<file path="src/rtl/alu_instr_sequencer.sv">
// alu_instr_sequencer
//   Hardwired control sequencer for the Mini-SRC datapath. It runs the
//   instruction fetch (T0-T2), decodes the opcode held in the IR and steps
//   through the execute T-states for register ALU, unary, MUL/DIV, NOP and
//   HALT instructions, driving every datapath strobe along the way.
//
// Ports
//   clock        system clock, all state changes on the rising edge
//   clear        synchronous reset, active-low
//   IR           instruction register contents (opcode in IR[31:27])
//   mem_ready    memory read data valid this cycle
//   PCout..IRin  fetch-path strobes
//   Yin..LOin    ALU / result register strobes
//   Gra..Rout    register-field selects and register enables
//   opcode       ALU operation code, non-zero only in ALU-op states
//   step         current T-step number (0-6), 0 in RST and HALTED
//   run          processor running (every state except RST and HALTED)
//   illegal      sticky flag, set when an undefined opcode retires
//   instr_count  count of retired instructions, wraps at all-ones
module alu_instr_sequencer #(
  parameter int              OP_W     = 5,
  parameter logic [OP_W-1:0] NOP_OPC  = 5'b11010,
  parameter logic [OP_W-1:0] HALT_OPC = 5'b11011,
  parameter int              CNT_W    = 16
) (
  input  logic             clock,
  input  logic             clear,
  input  logic [31:0]      IR,
  input  logic             mem_ready,
  output logic             PCout,
  output logic             IncPC,
  output logic             PCin,
  output logic             MARin,
  output logic             Read,
  output logic             MDRin,
  output logic             MDRout,
  output logic             IRin,
  output logic             Yin,
  output logic             Zlowin,
  output logic             Zhighin,
  output logic             Zlowout,
  output logic             Zhighout,
  output logic             HIin,
  output logic             LOin,
  output logic             Gra,
  output logic             Grb,
  output logic             Grc,
  output logic             Rin,
  output logic             Rout,
  output logic [OP_W-1:0]  opcode,
  output logic [2:0]       step,
  output logic             run,
  output logic             illegal,
  output logic [CNT_W-1:0] instr_count
);

  // T1 is split in two: the first T1 cycle loads the PC, while T1_WAIT
  // only keeps the memory read going. This keeps the PC load a single pulse
  // however long memory takes, without a separate "first cycle" flag.
  typedef enum logic [3:0] {
    S_RST,
    S_T0,
    S_T1,
    S_T1_WAIT,
    S_T2,
    S_T3,
    S_T4,
    S_T5,
    S_T6,
    S_HALTED
  } state_t;

  state_t state;

  logic [OP_W-1:0] opc;
  logic            is_rr;
  logic            is_md;
  logic            is_un;
  logic            is_halt;
  logic            is_bad;
  logic            retire;
  logic            ir_unused;

  assign opc       = IR[31 -: OP_W];
  assign ir_unused = ^IR[31-OP_W:0];

  // Instruction class decode; anything outside the known classes is
  // treated as a NOP that also raises the illegal flag.
  always_comb begin
    is_rr   = (opc >= OP_W'(3)) && (opc <= OP_W'(11));
    is_md   = (opc == OP_W'(15)) || (opc == OP_W'(16));
    is_un   = (opc == OP_W'(17)) || (opc == OP_W'(18));
    is_halt = (opc == HALT_OPC);
    is_bad  = !(is_rr || is_md || is_un || is_halt || (opc == NOP_OPC));
  end

  // The last execute state of each class; the count steps on the edge
  // leaving it and the sequencer goes straight back to T0.
  always_comb begin
    retire = ((state == S_T3) && !(is_rr || is_md || is_un)) ||
             ((state == S_T4) && is_un) ||
             ((state == S_T5) && !is_md) ||
             (state == S_T6);
  end

  always_ff @(posedge clock) begin
    if (!clear) begin
      state       <= S_RST;
      illegal     <= 1'b0;
      instr_count <= '0;
    end else begin
      if (retire) begin
        instr_count <= instr_count + CNT_W'(1);
      end
      case (state)
        S_RST:     state <= S_T0;
        S_T0:      state <= S_T1;
        S_T1,
        S_T1_WAIT: state <= mem_ready ? S_T2 : S_T1_WAIT;
        S_T2:      state <= S_T3;
        S_T3: begin
          if (is_rr || is_md || is_un) begin
            state <= S_T4;
          end else if (is_halt) begin
            state <= S_HALTED;
          end else begin
            state <= S_T0;
            if (is_bad) begin
              illegal <= 1'b1;
            end
          end
        end
        S_T4:      state <= is_un ? S_T0 : S_T5;
        S_T5:      state <= is_md ? S_T6 : S_T0;
        S_T6:      state <= S_T0;
        S_HALTED:  state <= S_HALTED;
        default:   state <= S_RST;
      endcase
    end
  end

  // Moore strobe decode from the state register and the IR opcode.
  always_comb begin
    PCout    = 1'b0;
    IncPC    = 1'b0;
    PCin     = 1'b0;
    MARin    = 1'b0;
    Read     = 1'b0;
    MDRin    = 1'b0;
    MDRout   = 1'b0;
    IRin     = 1'b0;
    Yin      = 1'b0;
    Zlowin   = 1'b0;
    Zhighin  = 1'b0;
    Zlowout  = 1'b0;
    Zhighout = 1'b0;
    HIin     = 1'b0;
    LOin     = 1'b0;
    Gra      = 1'b0;
    Grb      = 1'b0;
    Grc      = 1'b0;
    Rin      = 1'b0;
    Rout     = 1'b0;
    opcode   = '0;
    step     = 3'd0;
    run      = (state != S_RST) && (state != S_HALTED);
    case (state)
      S_T0: begin
        PCout  = 1'b1;
        MARin  = 1'b1;
        IncPC  = 1'b1;
        Zlowin = 1'b1;
      end
      S_T1: begin
        step    = 3'd1;
        Zlowout = 1'b1;
        PCin    = 1'b1;
        Read    = 1'b1;
        MDRin   = 1'b1;
      end
      S_T1_WAIT: begin
        step  = 3'd1;
        Read  = 1'b1;
        MDRin = 1'b1;
      end
      S_T2: begin
        step   = 3'd2;
        MDRout = 1'b1;
        IRin   = 1'b1;
      end
      S_T3: begin
        step = 3'd3;
        if (is_rr) begin
          Grb  = 1'b1;
          Rout = 1'b1;
          Yin  = 1'b1;
        end else if (is_md) begin
          Gra  = 1'b1;
          Rout = 1'b1;
          Yin  = 1'b1;
        end else if (is_un) begin
          Grb    = 1'b1;
          Rout   = 1'b1;
          Zlowin = 1'b1;
          opcode = opc;
        end
      end
      S_T4: begin
        step = 3'd4;
        if (is_rr) begin
          Grc    = 1'b1;
          Rout   = 1'b1;
          Zlowin = 1'b1;
          opcode = opc;
        end else if (is_md) begin
          Grb     = 1'b1;
          Rout    = 1'b1;
          Zlowin  = 1'b1;
          Zhighin = 1'b1;
          opcode  = opc;
        end else if (is_un) begin
          Zlowout = 1'b1;
          Gra     = 1'b1;
          Rin     = 1'b1;
        end
      end
      S_T5: begin
        step = 3'd5;
        if (is_md) begin
          Zlowout = 1'b1;
          LOin    = 1'b1;
        end else begin
          Zlowout = 1'b1;
          Gra     = 1'b1;
          Rin     = 1'b1;
        end
      end
      S_T6: begin
        step     = 3'd6;
        Zhighout = 1'b1;
        HIin     = 1'b1;
      end
      default: begin
      end
    endcase
  end

endmodule

</file>
<file path="config.mk">
export PLATFORM = sky130hd
export DESIGN_NAME = alu_instr_sequencer
export DESIGN_NICKNAME = d
export VERILOG_FILES = /design/src/rtl/alu_instr_sequencer.sv
export SDC_FILE = /design/constraint.sdc
export NUM_CORES = 1
export LEC_CHECK = 0
export ABC_AREA = 1
export BUFFER_PORTS_ARGS = -buffer_cell sky130_fd_sc_hd__buf_4
export CORE_MARGIN = 5
export CORE_UTILIZATION = 35
export CTS_BUF_LIST = sky130_fd_sc_hd__clkbuf_4
export DETAILED_ROUTE_END_ITERATION = 7
export SLEW_MARGIN = 20
export SYNTH_ARGS = -nofsm -noshare
export SYNTH_HDL_FRONTEND = slang
export SYNTH_SLANG_ARGS = --single-unit
</file>
<file path="constraint.sdc">
create_clock -name clock -period 1.9 [get_ports clock]
set_input_delay 0.285 -clock clock [delete_from_list [all_inputs] [get_ports clock]]
set_output_delay 0.285 -clock clock [all_outputs]
set_load 0.01 [all_outputs]
</file>
# == Word-level counts from Yosys, hierarchy flattened ==
# Cells that the tools add are included.
# word_totals
reg_bits,21
out_inout_bits,46
# op_classes
n_addsub,1
n_lt_le_gt_ge,2
n_eq_ne,16
muxes,39
bitwise_logic,3
reduce_logical,22
# op_table
op,n
case mux 4 bit (8 select lines),1
== test 5 bit (second input constant),5
two-way mux 5 bit,5
two-way mux 1 bit,20
case mux 3 bit (6 select lines),1
adder 16 x 1 -> 16 bit (second input constant),1
== test 4 x 3 -> 1 bit (second input constant),4
two-way mux 4 bit,3
case mux 5 bit (2 select lines),1
logical OR 1 bit,9
== test 4 x 2 -> 1 bit (second input constant),2
== test 4 bit (second input constant),2
case mux 1 bit (2 select lines),4
two-way mux 3 bit,2
case mux 1 bit (3 select lines),2
OR reduction 2 bit,3
== test 5 x 4 -> 1 bit (second input constant),1
greater-or-equal comparator 5 x 2 -> 1 bit (second input constant),1
less-or-equal comparator 5 x 4 -> 1 bit (second input constant),1
logical AND 1 bit,5
== test 4 x 1 -> 1 bit (second input constant),1
zero test 4 bit,1
!= test 4 bit (second input constant),1
AND reduction 4 bit,1
other kinds (3),6

# == Depth between registers and ports, before layout ==
# Gate-level depths: netlist of the first run.
# depth
depth_word,9
depth_mapped,11
depth_no_buf,11

# == Worst setup path before layout of the first run ==
# Ideal clock, no wire load.
# synth_timing
path_type,register to register
from,reg instr_count[0]
to,reg instr_count[14]
arrival_ns,1.342
required_time_ns,1.768
path_slack_ns,0.426
path_stages_with_launch,9
synth_period_minus_slack_ns,1.474
path_cell_list,dfxtp_1 -> ha_1 -> nand2_1 -> nor3b_1 -> nand3_1 -> nand2_1 -> nand2_1 -> nand2_1 -> a21oi_1
# synth_between
elab_chain_cells,1
# synth_lines
element,line_no,rtl
start: declaration,54,output logic [CNT_W-1:0] instr_count
start signal: assignment,113,instr_count <= instr_count + CNT_W'(1);
adder 16 x 1 -> 16 bit,113,
# No other way between the ends.
# A chain may end at the register's enable or synchronous reset.

# == Final worst setup path of the first run ==
# layout_timing
from,reg state[0]
to,out Grb
# layout_between
elab_chain_cells,2
elab_cells_between_ends,3
cone_classes,eq/ne (2); mux (1)
# layout_lines
element,line_no,rtl
start: declaration,73,state_t state;
start signal: assignment,119,S_T1_WAIT: state <= mem_ready ? S_T2 : S_T1_WAIT;
start signal: assignment,133,S_T4: state <= is_un ? S_T0 : S_T5;
start signal: assignment,134,S_T5: state <= is_md ? S_T6 : S_T0;
== test 4 x 3 -> 1 bit,167,case (state)
case mux 1 bit (2 select lines) *,167,
end: declaration,46,"output logic Grb,"
# Mark *: on every way between the ends. The rest lies on a longest branch, timed or not.

==> results.yml, run 1 <==
clock_network:
  clock_sink_count: 21
  clock_latency_reported_for_the_late_side_of_the_worst_skew_pair_ns: 0.32
  ctsLongestPathBuffers: 2
  clock-root-buffer: "sky130_fd_sc_hd__clkbuf_4"
  cts_htree_levels: 1
  cts_tree: "built"
  worst_setup_hold_path_clk_slew_ns: 0.13
  cts-buffers-inserted: 3
route:
  detail_route.wl_per_cell_um: 12.32
  dr.first_iter.drc_count: 142
  viasPerCell: 4.827
  wirelength_mm: 4.572
  dr.pass1.iters: 4
  ant_nets: 0
  drc: 0
  dr_total_vias: 1791
run:
  maxCapViolations: 0
layout:
  drive_gt1_share_pct: 28.71
  postLayoutCoreUtil_pct: 46.90
  final_common_cell: "sky130_fd_sc_hd__buf_4"
  mostFrequentLayoutCells: "sky130_fd_sc_hd__buf_4, sky130_fd_sc_hd__nand2_1, sky130_fd_sc_hd__inv_1, sky130_fd_sc_hd__nor2_1, sky130_fd_sc_hd__nand3_1"
  nFillCells: 500
  multiInputGateArea_um2: 1033
  finalInstanceArea_um2: 2186
  sequential_cell_area_um2: 430.4
  num_antenna_cells: 0
  design.final.nets: 354
  area_growth_syn_to_layout_pct: 32.65
worst_setup_path:
  path_class: "reg -> out"
  peak_fanout_along_the_critical_path: 4
  critical_path.startpoint_type: "register"
  cp.arrival_ns: 1.51
  critical_path.cell_chain: "inv_4 > nor2_4 > inv_2 > nor2_4 > inv_2 > o21ai_1 > inv_1 > o21ai_1 > buf_4"
  critPathRequiredTime_ns: 1.62
  timing.critical_path.slowest_stage_cell: "sky130_fd_sc_hd__dfxtp_4"
  timing.critical_path.slowest_cell_delay_ns: 0.39
  cp-end-kind: "primary output"
floorplanning:
  die_width_um: 78.62
  num_io_pins: 81
  die_area_um2: 6180
  initial_utilization_pct: 35.36
  placement_rows: 25
  floorplan.die.height_um: 78.62
  core-area_um2: 4661
yosys:
  yosysTopAreaCell: "sky130_fd_sc_hd__dfxtp_1"
  ys.warnings.count: 0
  netlist.area_leader.share_pct: 25.51
  synth_seq_cells: 21
  synth.cell_area_um2: 1648
  synth_cell_type_count: 31
  synth_area_per_cell_um2: 6.362
  mappedNetlistNets: 295
  cells_after_synth: 259
  yosysSeqAreaShare_pct: 25.51
  ys_top_cells_by_area: "sky130_fd_sc_hd__dfxtp_1, sky130_fd_sc_hd__nand2_1, sky130_fd_sc_hd__nand3_1"
sta:
  worst-slew-pin-transition_ns: 0.4452
  endpoints_failing_setup: 0
  fin_worst_skew_ns: 0.005866
  final_hold_viol_count: 0
  fin_crit_sh_pct: 94.52
  final_period_minus_worst_setup_slack_ns: 1.796
  max-slew-margin-rel_pct: 70.26
  maxSlewViolCount: 0
  clock.fmax_mhz: 556.8
worst_hold_path:
  worstHoldPathType: "in -> reg"
global_route:
  grt_max_degree: 19
  grt_overflow_total: 0
  grt_antenna_before_repair: 0
  overall_global_routing_usage_pct: 15.04
  number_of_global_route_vias_before_repair: 1643
  grt_first_pass_wirelength_mm: 7.631
placed_design:
  placed_cell_area_um2: 2074
  port_buffers: 53
  detailedPlacementHpwl_mm: 3.416
  globalplace.congestion: 0.8229
pwr:
  static-leakage-power_nw: 1.037
  power_per_cell_area_nw_per_um2: 529.0
  power.ir.vdd_worst_uv: 270.2
status:
  run_status: "complete, no violations"
repair_timing:
item | in CTS | in global routing
endpoints found under the setup margin | 4 | 10
endpoints found under the hold margin | 0 | 0
hold buffers | 0 | 0
resized for setup | 3 | 11
buffers inserted | 2 | 4
pin swaps | 1 | 5
critical path: cells and delay by family (launching register included):
| kind | cells | cell delay (ns) |
|---|---|---|
| AO/OA/AOI/OAI | 2 | 0.19 |
| buffers and inverters | 5 | 0.38 |
| flip-flops | 1 | 0.39 |
| AND/OR/NAND/NOR | 2 | 0.24 |
kinds of logic after synthesis:
group,Yosys count,synth area share [%]
and+or+nand+nor,149,45.71
buffers and inverters,48,13.06
DFF,21,25.51
adders and majority gates,1,0.7592
AOI/OAI and AO/OA,31,10.18
xor gates and xnor gates,9,4.784
sequential cells by signal, summed over array words and instances, names as in the netlist:
signal	cells
instr_count	16
state	4
illegal	1
synthesized netlist by cell type:
master	count
sky130_fd_sc_hd__buf_4	5
sky130_fd_sc_hd__o211ai_1	1
sky130_fd_sc_hd__xor2_1	8
sky130_fd_sc_hd__o21ai_0	7
sky130_fd_sc_hd__inv_1	34
sky130_fd_sc_hd__nand2_2	1
sky130_fd_sc_hd__nand3b_1	4
sky130_fd_sc_hd__nand2_4	3
sky130_fd_sc_hd__clkinv_1	1
sky130_fd_sc_hd__nor2_2	3
sky130_fd_sc_hd__a21oi_1	18
sky130_fd_sc_hd__nor2_8	1
sky130_fd_sc_hd__clkbuf_1	1
sky130_fd_sc_hd__inv_2	4
sky130_fd_sc_hd__o31ai_1	1
sky130_fd_sc_hd__nor3b_1	1
sky130_fd_sc_hd__nor2_1	29
sky130_fd_sc_hd__a31oi_1	2
sky130_fd_sc_hd__o21a_1	1
sky130_fd_sc_hd__nand3_1	28
sky130_fd_sc_hd__nor3_1	7
sky130_fd_sc_hd__nand2_1	60
sky130_fd_sc_hd__a22oi_1	1
sky130_fd_sc_hd__nand2_8	2
sky130_fd_sc_hd__nand4_1	5
sky130_fd_sc_hd__dfxtp_1	21
sky130_fd_sc_hd__buf_6	2
sky130_fd_sc_hd__ha_1	1
sky130_fd_sc_hd__xnor2_1	1
sky130_fd_sc_hd__buf_2	1
sky130_fd_sc_hd__nor2_4	5
where the power goes:
part	switching, W	internal [W]
registers	0.0000276	0.000462
logic	0.000242	0.000195
clock network	0.000150	0.0000804
total	0.000419	0.000737
area by class of cell:
| cell class | instances | share of cell area [%] |
|---|---|---|
| Clock buffer | 3 | 1.030 |
| Clock inverter | 1 | 0.3434 |
| Inverter | 39 | 6.926 |
| Multi-Input combinational cell | 190 | 47.28 |
| Sequential cell | 21 | 19.69 |
| Tap cell | 54 | 3.091 |
| Timing Repair Buffer | 63 | 21.64 |
through the flow:
stage | setup TNS, ns | setup WS [ns] | std cells | total power [W] | hold WS (ns)
after floorplan | 0 | 0.4261 | 259 | 0.0007431 | 0.3826
after global placement | 0 | 0.1354 | 361 | 0.0008900 | 0.4462
after detailed placement | 0 | 0.1343 | 361 | 0.0008913 | 0.4441
after CTS | 0 | 0.007251 | 367 | 0.001140 | 0.1775
after global routing | -0.02856 | -0.01674 | 371 | 0.001246 | 0.1883
final | 0 | 0.1041 | 371 | 0.001156 | 0.1853
layer usage:
layer / GRT usage (%) / wire [um]
met5: 0 / 0
met4: 3.846 / 39
met3: 2.752 / 239
met2: 24.53 / 2136
met1: 20.30 / 2157
worst paths after layout:
kind                                      startpoint                          end  slack, ns  cells past startpoint
worst max-delay path             state[0]$_SDFF_PN0_                          Grb       0.10                      9
worst min-delay path                           clear          state[3]$_SDFF_PN0_       0.19                      3
worst max register to register   state[0]$_SDFF_PN0_  instr_count[1]$_SDFFE_PN0P_       0.24                     12
worst min register to register  illegal$_SDFFE_PN0P_         illegal$_SDFFE_PN0P_       0.46                      2
Power figures use the tool's default switching activity.
==> run 2: changes to the inputs <==
--- a/config.mk
+++ b/config.mk
@@ -8,9 +8,10 @@
 export ABC_AREA = 1
 export BUFFER_PORTS_ARGS = -buffer_cell sky130_fd_sc_hd__buf_4
 export CORE_MARGIN = 5
-export CORE_UTILIZATION = 35
+export CORE_UTILIZATION = 48
 export CTS_BUF_LIST = sky130_fd_sc_hd__clkbuf_4
 export DETAILED_ROUTE_END_ITERATION = 7
+export PLACE_DENSITY = 0.83
 export SLEW_MARGIN = 20
 export SYNTH_ARGS = -nofsm -noshare
 export SYNTH_HDL_FRONTEND = slang
==> run 2 against run 1 <==
  * Utilization up 16 points
  * Largest cell class unchanged
  * Power down 1.5%
  * Critical endpoint unchanged
  * Sequential power fell by 1%
  * Register-to-register slack about the same
  * Final cell count is 3.8% lower
  * Via count grew 2.0%
  * Maximum frequency fell by 1.4%
  * Hold slack got worse by 0.0025 ns
  * Clock-buffer cell count rose by 1
  * Sequential cell count stayed put
  * Highest routed layer unchanged
==> results.yml, run 2 (same netlist as run 1, synthesis figures left out) <==
layout:
  reg_with_most_ffs: "instr_count"
  sequential_cell_area_um2: 426.7
  num_antenna_cells: 0
  design.final.nets: 348
  drive_gt1_share_pct: 27.01
  nFillCells: 329
  biggestRegsByFlops: "instr_count (16), state (4), illegal (1)"
  mostFrequentLayoutCells: "sky130_fd_sc_hd__nand2_1, sky130_fd_sc_hd__buf_4, sky130_fd_sc_hd__inv_1, sky130_fd_sc_hd__nor2_1, sky130_fd_sc_hd__nand3_1"
  final_common_cell: "sky130_fd_sc_hd__nand2_1"
  largest_reg_flops: 16
  multiInputGateArea_um2: 1025
  area_growth_syn_to_layout_pct: 28.25
  post_layout_nonfiller_instances: 357
placed_design:
  port_buffers: 53
  detailedPlacementHpwl_mm: 3.087
  globalplace.congestion: 0.9414
  place.detailed.instances: 351
  post-place-ws_ns: 0.1511
worst_setup_path:
  critical_path.startpoint_type: "register"
  rr_worst_depth: 8
  critical_path.startpoint: "state[0]$_SDFF_PN0_"
  cp-end-kind: "primary output"
  cp-endpoint: "Grb"
  path_class: "reg -> out"
  reg2reg_from: "instr_count[1]$_SDFFE_PN0P_"
  reg2reg_to: "instr_count[14]$_SDFFE_PN0P_"
  critPathRequiredTime_ns: 1.62
  peak_fanout_along_the_critical_path: 5
  reg2reg_setup_slack_ns: 0.24
  cp.arrival_ns: 1.54
sta:
  final_period_minus_worst_setup_slack_ns: 1.821
  maxSlewViolCount: 0
  max-slew-margin-rel_pct: 64.45
  setup_slack_ns: 0.07914
  endpoints_failing_setup: 0
  holdWs_ns: 0.1828
  final_hold_viol_count: 0
  fin_crit_sh_pct: 95.83
  fin_worst_skew_ns: 0.006967
  clock.fmax_mhz: 549.2
  grt_setup_unrepaired: "true"
  worst-slew-pin-transition_ns: 0.5300
worst_hold_path:
  hold_path.startpoint: "clear"
  worstHoldPathType: "in -> reg"
clock_network:
  clock-root-buffer: "sky130_fd_sc_hd__clkbuf_4"
  ctsLongestPathBuffers: 2
  clock_latency_reported_for_the_late_side_of_the_worst_skew_pair_ns: 0.32
  cts-buffers-inserted: 3
  cts_htree_levels: 1
  cts_tree: "built"
  clock_sink_count: 21
  worst_setup_hold_path_clk_slew_ns: 0.12
floorplanning:
  floorplan.die.height_um: 68.59
  num_io_pins: 81
  initial_utilization_pct: 49.38
  core-area_um2: 3337
  die_area_um2: 4705
  placement_rows: 21
  die_width_um: 68.59
run:
  maxCapViolations: 0
global_route:
  number_of_global_route_vias_before_repair: 1599
  grt_max_degree: 19
  grt_overflow_total: 0
  overall_global_routing_usage_pct: 19.05
  grt_first_pass_wirelength_mm: 6.941
  grt_antenna_before_repair: 0
status:
  run_status: "complete, no violations"
pwr:
  power_per_cell_area_nw_per_um2: 539.1
  static-leakage-power_nw: 1.009
  power.ir.vdd_worst_uv: 363.8
route:
  detail_route.wl_per_cell_um: 11.92
  dr_total_vias: 1827
  drc: 0
  dr.pass1.iters: 4
  wirelength_mm: 4.257
  dr.first_iter.drc_count: 179
  ant_nets: 0
  viasPerCell: 5.118
-- run 2: cell types whose count changed in the layout (fill, tap and decap cells not counted), sizes merged --
cell      previous run  this run
buf                 63        57
clkbuf               3         4
clkinvlp             1         0
-- run 2: per-layer routing --
layer  wire length (um)  up-vias  GRT usage (%)
li1                   -      934              -
met1               1998      832          25.27
met2               1951       56          30.75
met3                255        5          3.890
met4                 51        0          5.955
met5                  0        -              0
-- run 2: cell type report --
cell class	instances	share of cell area, %
inverter	39	6.927
sequential	21	20.19
multi-input combinational	190	48.49
tap	46	2.724
timing repair buffer	57	20.25
clock buffer	4	1.421
-- run 2: through the flow --
step                TNS [ns]  cell area (um2)  total power [W]  util, %
floorplan                  0             1648        0.0007431        -
CTS                        0             2085         0.001123    62.47
detailed placement         0             2049        0.0008854    61.42
finish                     0             2113         0.001139    63.33
global route        -0.01970             2113         0.001199    63.33
global placement           0             2049        0.0008809    61.42
-- run 2: timing repair --
action / CTS / global route
hold buffers: 0 / 0
pin swaps: 0 / 2
gates resized for setup: 1 / 7
buffers inserted: 0 / 2
setup endpoints to repair: 4 / 9
-- run 2: worst max-delay path: stages, from the launching register on --
cell and delay (ns):
sky130_fd_sc_hd__dfxtp_2 0.37, sky130_fd_sc_hd__inv_2 0.06, sky130_fd_sc_hd__nor2_4 0.09, sky130_fd_sc_hd__inv_2 0.06, sky130_fd_sc_hd__nor2_4 0.16, sky130_fd_sc_hd__inv_2 0.08, sky130_fd_sc_hd__o21ai_1 0.13, sky130_fd_sc_hd__inv_1 0.06
sky130_fd_sc_hd__o21ai_0 0.07, sky130_fd_sc_hd__buf_4 0.14
-- run 2: worst min-delay path by stage --
stage,endpoint,slack (ns),cells after the start
3_5_place_dp,illegal$_SDFFE_PN0P_,0.44,2
5_1_grt,state[3]$_SDFF_PN0_,0.19,3
3_3_place_gp,illegal$_SDFFE_PN0P_,0.44,2
6_report,state[3]$_SDFF_PN0_,0.18,3
2_1_floorplan,state[3]$_SDFF_PN0_,0.38,2
4_1_cts,state[3]$_SDFF_PN0_,0.18,3
-- run 2: where the power goes --
part | switching (W) | internal [W] | leakage [nW]
sequential | 0.0000227 | 0.000462 | 0.171
combinational | 0.000234 | 0.000177 | 0.819
clock | 0.000147 | 0.0000966 | 0.0184
total | 0.000404 | 0.000736 | 1.01
==> run 3: changes to the inputs <==
--- a/config.mk
+++ b/config.mk
@@ -5,13 +5,13 @@
 export SDC_FILE = /design/constraint.sdc
 export NUM_CORES = 1
 export LEC_CHECK = 0
-export ABC_AREA = 1
 export BUFFER_PORTS_ARGS = -buffer_cell sky130_fd_sc_hd__buf_4
 export CORE_MARGIN = 5
 export CORE_UTILIZATION = 48
 export CTS_BUF_LIST = sky130_fd_sc_hd__clkbuf_4
 export DETAILED_ROUTE_END_ITERATION = 7
 export PLACE_DENSITY = 0.83
+export RECOVER_POWER = 100
 export SLEW_MARGIN = 20
 export SYNTH_ARGS = -nofsm -noshare
 export SYNTH_HDL_FRONTEND = slang
==> run 3 against run 2 <==
  * The flow now finishes with violations (negative setup slack)
  * Critical path depth shrank 3
  * Setup slack lost 0.21 ns
  * Via count grew 0.93%
  * Clock power shrank 10%
  * Synthesized cell count shrank 14%
  * Sequential power shrank 4.1%
  * Largest cell class unchanged
  * Highest routed layer unchanged
==> results.yml, run 3 <==
status:
  run_status: "complete, but fails checks"
  failed_checks: "negative setup slack"
sta:
  final_hold_viol_count: 0
  maxSlewViolCount: 0
  fin_worst_skew_ns: 0.0006369
  grt_setup_unrepaired: "true"
  final_period_minus_worst_setup_slack_ns: 2.026
  clock.fmax_mhz: 493.5
  max-slew-margin-rel_pct: 62.50
  setup_slack_ns: -0.1264
  worst-slew-pin-transition_ns: 0.5577
  fin_crit_sh_pct: 106.7
  endpoints_failing_setup: 7
run:
  maxCapViolations: 0
worst_setup_path:
  timing.critical_path.slowest_stage_cell: "sky130_fd_sc_hd__dfxtp_2"
  timing.critical_path.slowest_cell_delay_ns: 0.34
  critPathBufInv: 2
  peak_fanout_along_the_critical_path: 4
  cp-end-kind: "primary output"
  critical_path.cell_chain: "nand2b_4 > or3_4 > buf_6 > o21a_4 > nor2b_1 > buf_4"
  critPathRequiredTime_ns: 1.62
  crit_family: "simple AND/OR/NAND/NOR gates"
  critical_path.startpoint_type: "register"
  cp.arrival_ns: 1.74
  path_class: "reg -> out"
layout:
  postLayoutCoreUtil_pct: 68.97
  design.final.nets: 324
  sequential_cell_area_um2: 425.4
  finalInstanceArea_um2: 2320
  mostFrequentLayoutCells: "sky130_fd_sc_hd__buf_4, sky130_fd_sc_hd__nand2_1, sky130_fd_sc_hd__a21oi_1, sky130_fd_sc_hd__nand2b_1"
  largest_reg_flops: 16
  drive_gt1_share_pct: 33.45
  nFillCells: 313
  num_antenna_cells: 0
  final_common_cell: "sky130_fd_sc_hd__buf_4"
  reg_with_most_ffs: "instr_count"
  area_growth_syn_to_layout_pct: 38.36
  biggestRegsByFlops: "instr_count (16), state (4), illegal (1)"
  multiInputGateArea_um2: 1201
yosys:
  yosys-top-cells-count: "sky130_fd_sc_hd__nand2_1, sky130_fd_sc_hd__nand2b_1, sky130_fd_sc_hd__a21oi_1, sky130_fd_sc_hd__dfxtp_1, sky130_fd_sc_hd__mux2i_1"
  ys_top_cells_by_area: "sky130_fd_sc_hd__dfxtp_1, sky130_fd_sc_hd__mux2i_1, sky130_fd_sc_hd__nand2b_1"
  mappedNetlistNets: 258
  synth_seq_cells: 21
  synth_most_common_cell: "sky130_fd_sc_hd__nand2_1"
  cells_after_synth: 222
  ys.flop_type: "sky130_fd_sc_hd__dfxtp_1"
  netlist.area_leader.share_pct: 25.07
  synth.cell_area_um2: 1677
  yosysSeqAreaShare_pct: 25.07
  ys.warnings.count: 0
  postSynth.asyncResetShare_pct: 0
  yosysTopAreaCell: "sky130_fd_sc_hd__dfxtp_1"
  synth_enable_flop_cells: 0
  synth_area_per_cell_um2: 7.552
  synth_cell_type_count: 41
worst_hold_path:
  worstHoldPathType: "in -> reg"
pwr:
  netSwitchingPower_w: 0.0003463
  cellInternalPower_w: 0.0006917
  swShare_pct: 33.36
  power_per_cell_area_nw_per_um2: 447.5
  static-leakage-power_nw: 0.9535
  power.share.combinational_pct: 34.2
  report.power.total_w: 0.001038
  pwr-share-clk_pct: 21.1
  power.sequential.fraction_pct: 44.7
  power.ir.vdd_worst_uv: 347.0
floorplanning:
  initial_utilization_pct: 49.85
  num_io_pins: 81
  die_area_um2: 4775
  placement_rows: 21
  die_width_um: 69.10
  core-area_um2: 3363
  floorplan.die.height_um: 69.10
global_route:
  grt_overflow_total: 0
  grt_antenna_before_repair: 0
  number_of_global_route_vias_before_repair: 1724
  grt_max_degree: 34
  grt_first_pass_wirelength_mm: 7.362
  overall_global_routing_usage_pct: 17.57
route:
  viasPerCell: 5.538
  drc: 0
  detail_route.wl_per_cell_um: 13.95
  dr_total_vias: 1844
  wirelength_mm: 4.644
  dr.pass1.iters: 4
  dr.first_iter.drc_count: 135
  ant_nets: 0
clock_network:
  cts_tree: "built"
  clock-root-buffer: "sky130_fd_sc_hd__clkbuf_4"
  clock_sink_count: 21
  cts_htree_levels: 1
  ctsLongestPathBuffers: 2
  clock_latency_reported_for_the_late_side_of_the_worst_skew_pair_ns: 0.31
  cts-hold-fix-buffers: 0
  worst_setup_hold_path_clk_slew_ns: 0.12
  cts-buffers-inserted: 3
placed_design:
  post-place-ws_ns: -0.09522
  placed_cell_area_um2: 2186
  detailedPlacementHpwl_mm: 3.288
  port_buffers: 53
  globalplace.congestion: 0.8706
==> run 3: cell types whose count changed in the layout (fill, tap and decap cells not counted), moves of 16 or more <==
cell / previous run / this run
sky130_fd_sc_hd__mux2i_1: 0 / 16
sky130_fd_sc_hd__nor2_1: 28 / 7
sky130_fd_sc_hd__nand3_1: 28 / 9
sky130_fd_sc_hd__clkbuf_1: 0 / 17
sky130_fd_sc_hd__inv_1: 34 / 6
sky130_fd_sc_hd__nand2b_1: 0 / 20
sky130_fd_sc_hd__nand2_1: 60 / 31
==> run 3: power groups by stage <==
stage	registers (W)	clock network [W]	logic (W)
2_1_floorplan	0.000469	0	0.000196
3_3_place_gp	0.000469	0	0.000309
3_5_place_dp	0.000469	0	0.000314
4_1_cts	0.000461	0.000225	0.000322
5_1_grt	0.000466	0.000247	0.000382
6_report	0.000464	0.000219	0.000355
==> run 3: layout make-up <==
class / instances / area share, %
clock buffer: 3 / 0.9709
clock inverter: 1 / 0.2158
inverter: 10 / 1.780
multi-input combinational: 172 / 51.78
sequential: 21 / 18.34
tap: 46 / 2.481
timing repair buffer: 80 / 24.43
==> run 3: kinds of logic after synthesis <==
group / Yosys count / share of synthesized area (%)
AO/OA/AOI/OAI: 55 / 24.85
XOR/XNOR: 1 / 0.5225
adder cells (fa/ha/maj): 1 / 0.7461
buffers and inverters: 29 / 8.507
flip-flops: 21 / 25.07
multiplexers: 16 / 9.552
AND/OR/NAND/NOR: 99 / 30.75
==> run 3: routing by layer <==
layer | global-route usage [%] | vias to the layer above | share of wire [%]
met3 | 3.779 | 8 | 7.5
li1 | - | 906 | -
met2 | 30.72 | 76 | 50
met5 | 0 | - | 0
met4 | 6.508 | 0 | 1.2
met1 | 20.86 | 854 | 41
==> run 3: through the flow <==
step	instances	setup TNS (ns)	hold WS (ns)
2_1_floorplan	222	0	0.4401
3_3_place_gp	323	-0.1326	0.4501
3_5_place_dp	323	-0.2561	0.4548
4_1_cts	329	-0.4103	0.2894
5_1_grt	333	-0.9565	0.2822
6_report	333	-0.3702	0.2917
==> run 3: path summary, 6_finish.rpt <==
path,from,endpoint,slack [ns],cells after the start
worst max-delay path,state[3]$_SDFF_PN0_,opcode[1],-0.13,6
worst min-delay path,mem_ready,state[1]$_SDFF_PN0_,0.29,3
worst max register to register,state[3]$_SDFF_PN0_,instr_count[15]$_SDFFE_PN0P_,0.07,5
worst min register to register,illegal$_SDFFE_PN0P_,illegal$_SDFFE_PN0P_,0.48,1
==> run 3: worst reg2reg max path: cells and delay by family (launching register included) <==
kind,cells,cell delay (ns)
mux,1,0.22
flops,1,0.34
compound gates,2,0.79
simple gates,2,0.42
==> run 3: what timing repair did <==
item	in CTS	in global routing
setup buffers	2	4
gates cloned	0	0
gates resized for setup	10	24
pin swaps	3	4
endpoints found under the setup margin	12	15
